$ cat config.mk
export PLATFORM = sky130hd
export DESIGN_NAME = divu_hilo
export DESIGN_NICKNAME = d
export VERILOG_FILES = /design/src/rtl/divu_hilo.sv
export SDC_FILE = /design/constraint.sdc
export NUM_CORES = 1
export LEC_CHECK = 0
export BUFFER_PORTS_ARGS = -buffer_cell sky130_fd_sc_hd__buf_2
export CAP_MARGIN = 20
export CELL_PAD_IN_SITES_DETAIL_PLACEMENT = 1
export CELL_PAD_IN_SITES_GLOBAL_PLACEMENT = 1
export CORE_MARGIN = 5
export CORE_UTILIZATION = 46
export CTS_CLUSTER_SIZE = 10
export DETAILED_ROUTE_END_ITERATION = 8
export HOLD_SLACK_MARGIN = 0.08
export PLACE_DENSITY_LB_ADDON = 0.1
export SYNTH_ARGS = -nofsm -noshare
export SYNTH_HDL_FRONTEND = slang
export SYNTH_SLANG_ARGS = --single-unit
$ cat constraint.sdc
create_clock -name clk -period 11 [get_ports clk]
set_input_delay 3.3 -clock clk [delete_from_list [all_inputs] [get_ports clk]]
set_output_delay 3.3 -clock clk [all_outputs]
set_load 0.005 [all_outputs]
$ cat src/rtl/divu_hilo.sv
`default_nettype none
// ============================================================================
// Module      : divu_hilo
// Description : Unsigned 32-bit divide unit with HI/LO result registers.
//               A DIVU function code (rising into DIVU) launches a restoring
//               shift-subtract divide of 32 iterations; HI receives the
//               remainder and LO the quotient. MFHI/MFLO select HI/LO onto
//               dataOut combinationally. Divide-by-zero completes at once
//               with HI=dividend, LO=all-ones and dbz set.
// Ports       : clk     - clock, rising edge
//               reset   - asynchronous active-high reset
//               Signal  - 6-bit function code
//               dataA   - dividend (unsigned)
//               dataB   - divisor (unsigned)
//               dataOut - HI/LO read data (0 when not MFHI/MFLO)
//               busy    - high while iterating
//               done    - one-cycle pulse when HI/LO are written
//               dbz     - divide-by-zero flag, valid with done
// Revision    : 1.0 - initial release
// ============================================================================
module divu_hilo #(
  parameter logic [5:0] DIVU = 6'b011011,
  parameter logic [5:0] MFHI = 6'b010000,
  parameter logic [5:0] MFLO = 6'b010010
) (
  input  logic        clk,
  input  logic        reset,
  input  logic [5:0]  Signal,
  input  logic [31:0] dataA,
  input  logic [31:0] dataB,
  output logic [31:0] dataOut,
  output logic        busy,
  output logic        done,
  output logic        dbz
);

  localparam logic [1:0] IDLE = 2'd0;
  localparam logic [1:0] RUN  = 2'd1;
  localparam logic [1:0] DONE = 2'd2;

  logic [1:0]  r_state;
  logic [5:0]  r_prev_signal;
  logic [31:0] r_dividend;
  logic [31:0] r_divisor;
  logic [31:0] r_rem;
  logic [31:0] r_quot;
  logic [4:0]  r_count;
  logic [31:0] r_hi;
  logic [31:0] r_lo;
  logic        r_dbz;

  logic        w_start;
  logic [32:0] w_rem_shift;
  logic        w_ge;
  logic [31:0] w_rem_next;
  logic [31:0] w_quot_next;

  // Only a transition into DIVU starts a divide, so a held code fires once.
  assign w_start = (r_state == IDLE) && (Signal == DIVU) && (r_prev_signal != DIVU);

  // The shifted partial remainder needs 33 bits for the compare. When it is
  // >= divisor the true difference is below 2^32, so a 32-bit subtract of
  // the low bits is exact.
  assign w_rem_shift = {r_rem, r_dividend[31]};
  assign w_ge        = (w_rem_shift >= {1'b0, r_divisor});
  assign w_rem_next  = w_ge ? (w_rem_shift[31:0] - r_divisor) : w_rem_shift[31:0];
  assign w_quot_next = {r_quot[30:0], w_ge};

  always_ff @(posedge clk or posedge reset) begin
    if (reset) begin
      r_state       <= IDLE;
      r_prev_signal <= 6'd0;
      r_dividend    <= 32'd0;
      r_divisor     <= 32'd0;
      r_rem         <= 32'd0;
      r_quot        <= 32'd0;
      r_count       <= 5'd0;
      r_hi          <= 32'd0;
      r_lo          <= 32'd0;
      r_dbz         <= 1'b0;
    end else begin
      r_prev_signal <= Signal;
      case (r_state)
        IDLE: begin
          if (w_start) begin
            if (dataB == 32'd0) begin
              r_hi    <= dataA;
              r_lo    <= 32'hFFFF_FFFF;
              r_dbz   <= 1'b1;
              r_state <= DONE;
            end else begin
              r_dividend <= dataA;
              r_divisor  <= dataB;
              r_rem      <= 32'd0;
              r_quot     <= 32'd0;
              r_count    <= 5'd0;
              r_state    <= RUN;
            end
          end
        end
        RUN: begin
          r_rem      <= w_rem_next;
          r_quot     <= w_quot_next;
          r_dividend <= {r_dividend[30:0], 1'b0};
          r_count    <= r_count + 5'd1;
          // Count 31 marks the 32nd iteration: commit results directly from
          // the step logic so HI/LO change only on the edge entering DONE.
          if (r_count == 5'd31) begin
            r_hi    <= w_rem_next;
            r_lo    <= w_quot_next;
            r_dbz   <= 1'b0;
            r_state <= DONE;
          end
        end
        DONE: begin
          r_state <= IDLE;
        end
        default: begin
          r_state <= IDLE;
        end
      endcase
    end
  end

  assign busy = (r_state == RUN);
  assign done = (r_state == DONE);
  assign dbz  = r_dbz;

  always_comb begin
    dataOut = 32'd0;
    if (Signal == MFHI) begin
      dataOut = r_hi;
    end else if (Signal == MFLO) begin
      dataOut = r_lo;
    end
  end

endmodule
`default_nettype wire

* Word-level counts from Yosys, hierarchy flattened *
Cells that the tools add are included.

storage, ports and cells
  bits of input ports = 72
  output and inout bits = 35
  bits in registers = 205

cells by class
  $lt $le $gt $ge = 1
  bitwise logic cells = 1
  reductions and logical operators = 9
  equality and inequality tests = 11
  $add $sub $neg = 2
  muxes and demuxes = 29

operators with widths
  kind                                                  number
  2-to-1 mux 32 bit                                     13
  case mux 32 bit (2 select lines)                      4
  case mux 31 bit (2 select lines)                      1
  >= comparator 33 x 32 -> 1 bit                        1
  zero test 32 bit                                      1
  subtractor 32 bit                                     1
  equality test 6 x 5 -> 1 bit (second input constant)  3
  2-to-1 mux 5 bit                                      2
  case mux 5 bit (2 select lines)                       1
  2-to-1 mux 2 bit                                      3
  != test 6 x 5 -> 1 bit (second input constant)        1
  AND reduction 3 bit                                   2
  adder 5 x 1 -> 5 bit (second input constant)          1
  equality test 5 bit (second input constant)           1
  != test 2 x 1 -> 1 bit (second input constant)        2
  != test 2 bit (second input constant)                 2
  case mux 2 bit (2 select lines)                       1
  AND reduction 4 bit                                   1
  2-to-1 mux 1 bit                                      3
  equality test 2 x 1 -> 1 bit (second input constant)  1
  equality test 2 bit (second input constant)           1
  logical AND 1 bit                                     2
  zero test 2 bit                                       1
  case mux 1 bit (2 select lines)                       1
  3 further kinds                                       3

* Depth between registers and ports, before layout *
Gate-level depths: netlist of the first run.

  depth in word-level cells = 5
  gate-level depth with buffers = 14
  mapped depth without buffers = 13

* Least setup slack after synthesis of the first run *
No wires, ideal clock.

  path type = in2out
  start point = in Signal[1]
  end point = out dataOut[10]
  arrival time = 4270 ps
  stages on the path = 4
  slack = 3430 ps
  data required time = 7700 ps
  cell sequence = clkbuf_1 > clkbuf_1 > mux2i_1 > nor2_1

on the way
  word-level cells in the longest chain between the ends = 3
  elaborated cells on any way between the ends = 4
  classes of those cells = 2 x eq/ne; 2 x mux

ends and longest elaborated chain
  what                          RTL line  text
  from (decl)                   28        input logic [5:0] Signal,
  equality test 6 x 5 -> 1 bit  133       end else if (Signal == MFLO) begin
  2-to-1 mux 32 bit             133
  2-to-1 mux 32 bit (*)         131       if (Signal == MFHI) begin
  to (decl)                     31        output logic [31:0] dataOut,

Every way passes the cells marked *; elsewhere a longest branch is shown, timed or not.

* Worst setup path after layout of the first run *
  start point = in Signal[5]
  end point = out dataOut[13]

The elaborated chain is that of the path after synthesis.

==> results of run 1 <==
## critical path, delay by kind of cell
| kind | cells | cell delay [ns] |
|---|---|---|
| and+or+nand+nor | 4 | 0.80 |
| buffers and inverters | 3 | 0.47 |
## state kept, by name, summed over array words and instances, names as in the netlist
signal         cells
dbz                1
r_count            5
r_dividend        32
r_divisor         32
r_hi              32
r_lo              32
r_prev_signal      6
r_quot            31
r_rem             32
r_state            2
## cells by family after synthesis
kind of cell / after synthesis / synth area share [%]
buf+inv: 154 / 5.75
xor+xnor: 29 / 2.41
mux: 52 / 4.95
flops: 205 / 48.7
simple gates: 289 / 12.0
fa+ha+maj: 35 / 4.23
compound gates: 356 / 21.9
## cell type report
| class | count | area, um^2 | area share [%] |
|---|---|---|---|
| well taps | 285 | 357 | 2.99 |
| clock inverters | 2 | 13.8 | 0.115 |
| diodes | 1 | 2.50 | 0.0210 |
| inverters | 77 | 297 | 2.49 |
| repair buffers | 117 | 653 | 5.48 |
| flip-flops and latches | 205 | 5130 | 43.0 |
| multi-input cells | 761 | 4820 | 40.4 |
| clock buffers | 30 | 654 | 5.49 |
## layer usage
| layer | vias up | track usage [%] |
|---|---|---|
| li1 | 4096 | - |
| met1 | 4357 | 28.6 |
| met2 | 135 | 40.1 |
| met3 | 50 | 3.37 |
| met4 | 8 | 5.08 |
| met5 | - | 0 |
## path summary, 6_finish.rpt
| kind | slack (ns) | depth (start not counted) | from | to |
|---|---|---|---|---|
| setup / recovery | 3.11 | 7 | Signal[5] | dataOut[13] |
| hold / removal | 0.47 | 2 | r_lo[27] | r_lo[27] |
| setup reg to reg | 7.16 | 9 | r_state[0] | r_hi[30] |
| hold reg to reg | 0.47 | 2 | r_lo[27] | r_lo[27] |
| max in group asynchronous | 6.55 | 3 | reset | r_rem[27] |
| min in group asynchronous | 2.99 | 2 | reset | r_divisor[4] |
## synthesized netlist by cell type, drive strengths merged (9+ instances only)
cell,number
dfrtp,205
o21ai,142
or3,13
inv,77
a21o,28
ha,34
xnor2,20
a21oi,70
xor2,9
clkbuf,69
nor4,11
nor2,58
nand3,9
and3,11
mux2i,51
a222oi,31
nand2,158
a22o,32
## power by group through the flow
stage	clock network (mW)	registers, mW	logic, mW
after CTS	0.723	1.09	1.32
after global placement	0	1.10	1.27
final	0.705	1.09	1.31
after floorplan	0	1.05	1.01
after detailed placement	0	1.10	1.30
after global routing	0.758	1.12	1.47
## metrics by stage
step	instances	hold slack (ns)	setup WS [ns]	power [mW]
3_5_place_dp	1443	0.459	2.87	2.41
6_report	1478	0.468	3.11	3.11
2_1_floorplan	1120	0.438	2.10	2.05
3_3_place_gp	1443	0.456	2.98	2.37
4_1_cts	1475	0.472	2.84	3.13
5_1_grt	1478	0.499	3.01	3.35
==> impl_metrics.ini, run 1 <==
[clock_network]
cts_root_buf = clkbuf_16
insertion_delay_ns = 0.51
cts_resized = 0
cts_buffer_depth = 3
cts_hold_buf = 0
cts_tree = built
path_clk_slew_ns = 0.05
htree_levels = 1
numClockSinks = 205
numCtsBuffers = 25
cts_setup_buffers = 0

[power]
p_clk_share_pct = 22.7
ir_worst_vdd_v = 0.000189
p_int_mw = 1.87
switching_share_pct = 39.8
p_leak_nw = 6.05
p_per_area_nw_per_um2 = 260
p_seq_share_pct = 35.2
comb_power_share_pct = 42.1
power.switching_mw = 1.24

[routing]
drt-pass1-iter-count = 6
viasPerCell = 5.85
ant_nets = 0
drt_iter0_markers = 677
highest_layer = met5
wl_mm = 29.2
drc = 0
wl_met1_mm = 12.4
vias = 8646
dr_wl_met2_mm = 15.1
wl_met3_mm = 1.00
wl_per_cell_um = 19.7

[sta]
setup_tns_ns = 0
rsz0062_at_grt = false
relSlewSlack_pct = 33.1
timing.final.crit_share_pct = 71.8
slew_violations = 0
hold_viol = 0
finalCriticalPeriod_ns = 7.89
setup_viol = 0
fin_skew_ns = 0.0104
timing.fmax_mhz = 127
worst_pin_slew_ns = 1.00

[global_routing]
grt_overflow = 0
grt_usage_pct = 22.4
antenna_found_initial = 5
grt_first_pass_wirelength_mm = 47.6
grt_max_degree = 136
grt_pass1_vias = 9076

[floorplanning]
rows = 55
chipHeight_um = 161
coreArea_um2 = 22600
io_pins = 107
dieArea_um2 = 26000
die_x_um = 161
start_util_pct = 46.7

[setup_path]
crit_type = input pin to output port
cp.arrival_ns = 4.59
endpoint_kind = output port
cp_slowest_cell = or3_1
critPathMaxStageDelay_ns = 0.48
path_max_fanout = 26
cp_cell_sequence = buf_2 > nor2_1 > nand2_1 > or3_1 > buf_16 > nor2_1 > buf_2
required_ns = 7.70
start_kind = input pin

[place]
io_buffers = 106
dpl_cell_area_um2 = 11200
dpl.hpwl_mm = 20.2
gp_congestion = 0.888

[outcome]
status = completed

[yosys]
synth.area.top_cells = dfrtp_1 (49%), o21ai_0 (6.7%), nand2_1 (5.6%)
syn_inst = 1120
yosysUniqueCellTypes = 62
syn_area_per_cell_um2 = 9.40
syn_area_um2 = 10500
synth_edf_count = 0
yosys.area.top_type = dfrtp_1
yosysSeqAreaShare_pct = 48.7
ys_ff_latch = 205
syn_nets = 1227
synth_ff_type = dfrtp_1
ys_warn_count = 0
async_reset_ff_share_pct = 100
synth_top_area_share_pct = 48.7

[cells_and_area]
post-route-util_pct = 52.8
syn2layout_area_growth_pct = 13.2
final_cell_mix = dfrtp_1 (205), nand2_1 (158), o21ai_0 (142)
n_fill_cell = 2582
fin_area_um2 = 11900
final_common_cell = dfrtp_1
drive_above_1_share_pct = 13.5
final_nets = 1294

[worst_hold_path]
hold_path_class = flop to flop

[job]
maxCapViolCount = 0
Power figures use the tool's default switching activity.
==> inputs of run 2 (changes only) <==
Clock period 11 ns to 7.5 ns, I/O delays scaled along.
==> impl_metrics.ini, run 2 (synthesis gave the netlist of run 1 again) <==
[clock_network]
numClockSinks = 205
numCtsBuffers = 25
cts_tree = built
cts_hold_buf = 0
cts_root_buf = clkbuf_16
htree_levels = 1
path_clk_slew_ns = 0.05
cts_buffer_depth = 3
cts_setup_buffers = 0
insertion_delay_ns = 0.52
cts_resized = 0

[setup_path]
crit_type = input pin to output port
start_kind = input pin
cp_num_cells = 4
endpoint_kind = output port
worst_r2r_startpoint = r_dividend[31]
critPathMaxStageDelay_ns = 0.75
rr_worst_depth = 12
cp_cell_sequence = buf_2 > mux2i_1 > nor2_1 > buf_2
critical-path-top-delay-family = buffers and inverters
reg2reg_to = r_hi[5]
path_max_fanout = 34
r2r_slack_ns = 3.69
cp.arrival_ns = 3.53
path_common_cell = buf_2
cp_slowest_cell = buf_2
startpoint = Signal[1]
crit_path_end = dataOut[13]
required_ns = 5.25
critPathBufInv = 2

[cells_and_area]
drive_above_1_share_pct = 13.7
final_cell_mix = dfrtp_1 (205), nand2_1 (158), o21ai_0 (142)
num_antenna_cells = 0
syn2layout_area_growth_pct = 13.5
final_nets = 1296
final_common_cell = dfrtp_1
n_fill_cell = 2592

[power]
p_per_area_nw_per_um2 = 385
switching_share_pct = 39.9
comb_power_share_pct = 41.9
p_seq_share_pct = 34.9
ir_worst_vdd_v = 0.000225
p_int_mw = 2.76
p_leak_nw = 6.06
power.switching_mw = 1.83
p_clk_share_pct = 23.2

[routing]
drt-pass1-iter-count = 8
wl_mm = 30.0
wl_per_cell_um = 20.3
vias = 8686
drc = 0
drt_iter0_markers = 624
ant_nets = 0
viasPerCell = 5.87

[global_routing]
grt_overflow = 0
grt_usage_pct = 22.9
grt_max_degree = 104
grt_first_pass_wirelength_mm = 48.7
grt_pass1_vias = 9127
antenna_found_initial = 5

[sta]
hold_slack_ns = 0.471
rsz0062_at_grt = false
relSlewSlack_pct = 31.2
setup_viol = 0
setup_tns_ns = 0
finalCriticalPeriod_ns = 5.78
worst_pin_slew_ns = 1.03
hold_viol = 0
fin_skew_ns = 0.0215
timing.final.crit_share_pct = 77.0
timing.fmax_mhz = 173
slew_violations = 0

[job]
maxCapViolCount = 0

[floorplanning]
coreArea_um2 = 22600
dieArea_um2 = 26000
die_x_um = 161
io_pins = 107
chipHeight_um = 161
start_util_pct = 46.7
rows = 55

[place]
dpl.hpwl_mm = 20.6
gp_congestion = 0.900
io_buffers = 106

[worst_hold_path]
hold_path_class = flop to flop

[outcome]
status = completed
-- run 2: layout make-up --
type                    instances  area (um^2)  area share (%)
clock inverters                 1         7.51          0.0628
well taps                     285          357            2.98
clock buffers                  32          682            5.70
inverters                      77          293            2.45
repair buffers                119          668            5.59
multi-input cells             761         4820            40.3
flip-flops and latches        205         5130            42.9
-- run 2: layer usage --
| metal | vias up | share of wire [%] | track usage (%) |
|---|---|---|---|
| met5 | - | 0.21 | 0 |
| met4 | 10 | 2.6 | 5.54 |
| met3 | 58 | 4.2 | 4.11 |
| met2 | 168 | 51 | 40.8 |
| met1 | 4352 | 42 | 28.9 |
| li1 | 4098 | - | - |
-- run 2: worst min-delay path, cell delays in order, from the launching register on --
cell and delay, ns:
dfrtp_1 0.34, nand2_1 0.05, nand2_1 0.05
-- run 2: worst min path at each step --
stage | startpoint | end | slack [ns] | cells after the start
2_1_floorplan | r_lo[10] | r_lo[10] | 0.44 | 2
3_3_place_gp | r_lo[30] | r_lo[30] | 0.45 | 2
3_5_place_dp | r_lo[12] | r_lo[12] | 0.46 | 2
4_1_cts | r_lo[12] | r_lo[12] | 0.47 | 2
5_1_grt | r_hi[1] | r_hi[1] | 0.50 | 1
6_report | r_lo[20] | r_lo[20] | 0.47 | 2
-- run 2: per-stage QoR --
step           instances  power [mW]  worst slack [ns]  area, um^2  utilization [%]
5_1_grt             1480        4.94              1.61       12000             53.0
6_report            1480        4.60              1.72       12000             53.0
3_3_place_gp        1445        3.48              1.57       11200             49.7
2_1_floorplan       1120        3.01              2.03       10500                -
3_5_place_dp        1445        3.54              1.46       11200             49.7
4_1_cts             1478        4.64              1.44       11900             52.7
-- run 2: power groups by stage --
stage | clock (mW) | sequential (mW) | combinational (mW)
2_1_floorplan | 0 | 1.53 | 1.48
3_3_place_gp | 0 | 1.61 | 1.87
3_5_place_dp | 0 | 1.62 | 1.93
4_1_cts | 1.10 | 1.60 | 1.94
5_1_grt | 1.15 | 1.63 | 2.16
6_report | 1.07 | 1.60 | 1.93
==> inputs of run 3 (changes only) <==
Settings changed: CORE_UTILIZATION 46 to 42.
Clock period 7.5 ns to 4.8 ns, I/O delays scaled along.
==> impl_metrics.ini, run 3 (synthesis gave the netlist of run 1 again) <==
[clock_network]
cts_root_buf = clkbuf_16
cts_hold_buf = 0
numClockSinks = 205
numCtsBuffers = 25
htree_levels = 1
cts_resized = 0
insertion_delay_ns = 0.51
cts_buffer_depth = 3
cts_tree = built
path_clk_slew_ns = 0.05
cts_setup_buffers = 0

[routing]
wl_per_cell_um = 19.9
wl_met1_mm = 13.5
drt-pass1-iter-count = 7
highest_layer = met5
wl_met3_mm = 1.23
dr_wl_met2_mm = 15.3
viasPerCell = 5.61
drc = 0
vias = 8589
drt_iter0_markers = 519
ant_nets = 0
wl_mm = 30.4

[sta]
worst_pin_slew_ns = 0.995
timing.fmax_mhz = 246
setup_viol = 0
finalCriticalPeriod_ns = 4.06
setup_tns_ns = 0
hold_slack_ns = 0.462
rsz0062_at_grt = false
slew_violations = 0
fin_skew_ns = 0.00763
relSlewSlack_pct = 33.7
hold_viol = 0
timing.final.crit_share_pct = 84.6
setup_ws_ns = 0.739

[setup_path]
endpoint_kind = output port
required_ns = 3.36
cp_cell_sequence = buf_2 > nor2_1 > nand2_1 > or3_1 > buf_4 > nor2_1 > buf_2
cp_slowest_cell = or3_1
critPathMaxStageDelay_ns = 0.30
critPathBufInv = 3
cp.arrival_ns = 2.62
critical-path-top-delay-family = simple AND/OR/NAND/NOR gates
crit_type = input pin to output port
path_max_fanout = 32
start_kind = input pin

[place]
dpl.hpwl_mm = 21.3
dp_slack_ns = 0.691
io_buffers = 106
gp_congestion = 0.861
dp_cells = 1496
dpl_cell_area_um2 = 11300

[power]
p_per_area_nw_per_um2 = 603
ir_worst_vdd_v = 0.000467
finalPower_mw = 7.26
p_leak_nw = 6.08

[floorplanning]
start_util_pct = 42.2
io_pins = 107
dieArea_um2 = 28300
die_x_um = 168
rows = 58
chipHeight_um = 168
coreArea_um2 = 25000

[global_routing]
grt_pass1_vias = 9076
grt_usage_pct = 21.6
grt_max_degree = 170
antenna_found_initial = 1
grt_overflow = 0
grt_first_pass_wirelength_mm = 50.0

[worst_hold_path]
hold_path_class = flop to flop

[job]
maxCapViolCount = 0

[cells_and_area]
fin_area_um2 = 12000
n_fill_cell = 2900
drive_above_1_share_pct = 13.9
final_nets = 1300
post-route-util_pct = 48.3
num_antenna_cells = 0
layout.cells.non_filler = 1530
final_common_cell = dfrtp_1
final_cell_mix = dfrtp_1 (205), nand2_1 (158), o21ai_0 (142)
syn2layout_area_growth_pct = 14.4

[outcome]
status = completed
run 3: changes by cell type in the layout (fill, tap and decap cells not counted), sizes merged:
cell,before,now
buf,119,123
bufinv,0,1
clkinv,0,1
clkinvlp,2,1
run 3: power breakdown:
group          switching (mW)  internal (mW)
registers               0.333           2.17
clock network           0.693           1.00
logic                    1.88           1.18
run 3: path summary, 6_finish.rpt:
| kind | to | slack [ns] | from | cells past startpoint |
|---|---|---|---|---|
| max | dataOut[0] | 0.74 | Signal[5] | 7 |
| max in group asynchronous | r_hi[16] | 2.88 | reset | 3 |
| max reg2reg | r_hi[5] | 1.03 | r_dividend[31] | 12 |
| min reg2reg | r_lo[8] | 0.46 | r_lo[8] | 2 |
| min in group asynchronous | r_divisor[29] | 1.10 | reset | 3 |
| min | r_lo[8] | 0.46 | r_lo[8] | 2 |
run 3: layer usage:
metal  GRT usage (%)  vias up
met5               0        -
met4            3.63        2
met3            2.98       37
met2            38.1      155
met1            28.8     4281
li1                -     4114
run 3: worst reg2reg max path: cells and delay by family (launching register included):
family	cells	cell delay, ns
adder cells (fa/ha/maj)	1	0.22
flip-flops	1	0.45
buffers and inverters	2	0.49
AND/OR/NAND/NOR	1	0.18
AO/OA/AOI/OAI	7	1.83
multiplexers	1	0.50
run 3: area by class of cell:
| type | instances | area (um^2) | area share [%] |
|---|---|---|---|
| Sequential cell | 205 | 5130 | 42.6 |
| Multi-Input combinational cell | 761 | 4820 | 40.0 |
| Timing Repair Buffer | 123 | 696 | 5.78 |
| Clock buffer | 32 | 662 | 5.49 |
| Tap cell | 330 | 413 | 3.43 |
| Inverter | 77 | 293 | 2.43 |
| Clock inverter | 2 | 35.0 | 0.291 |
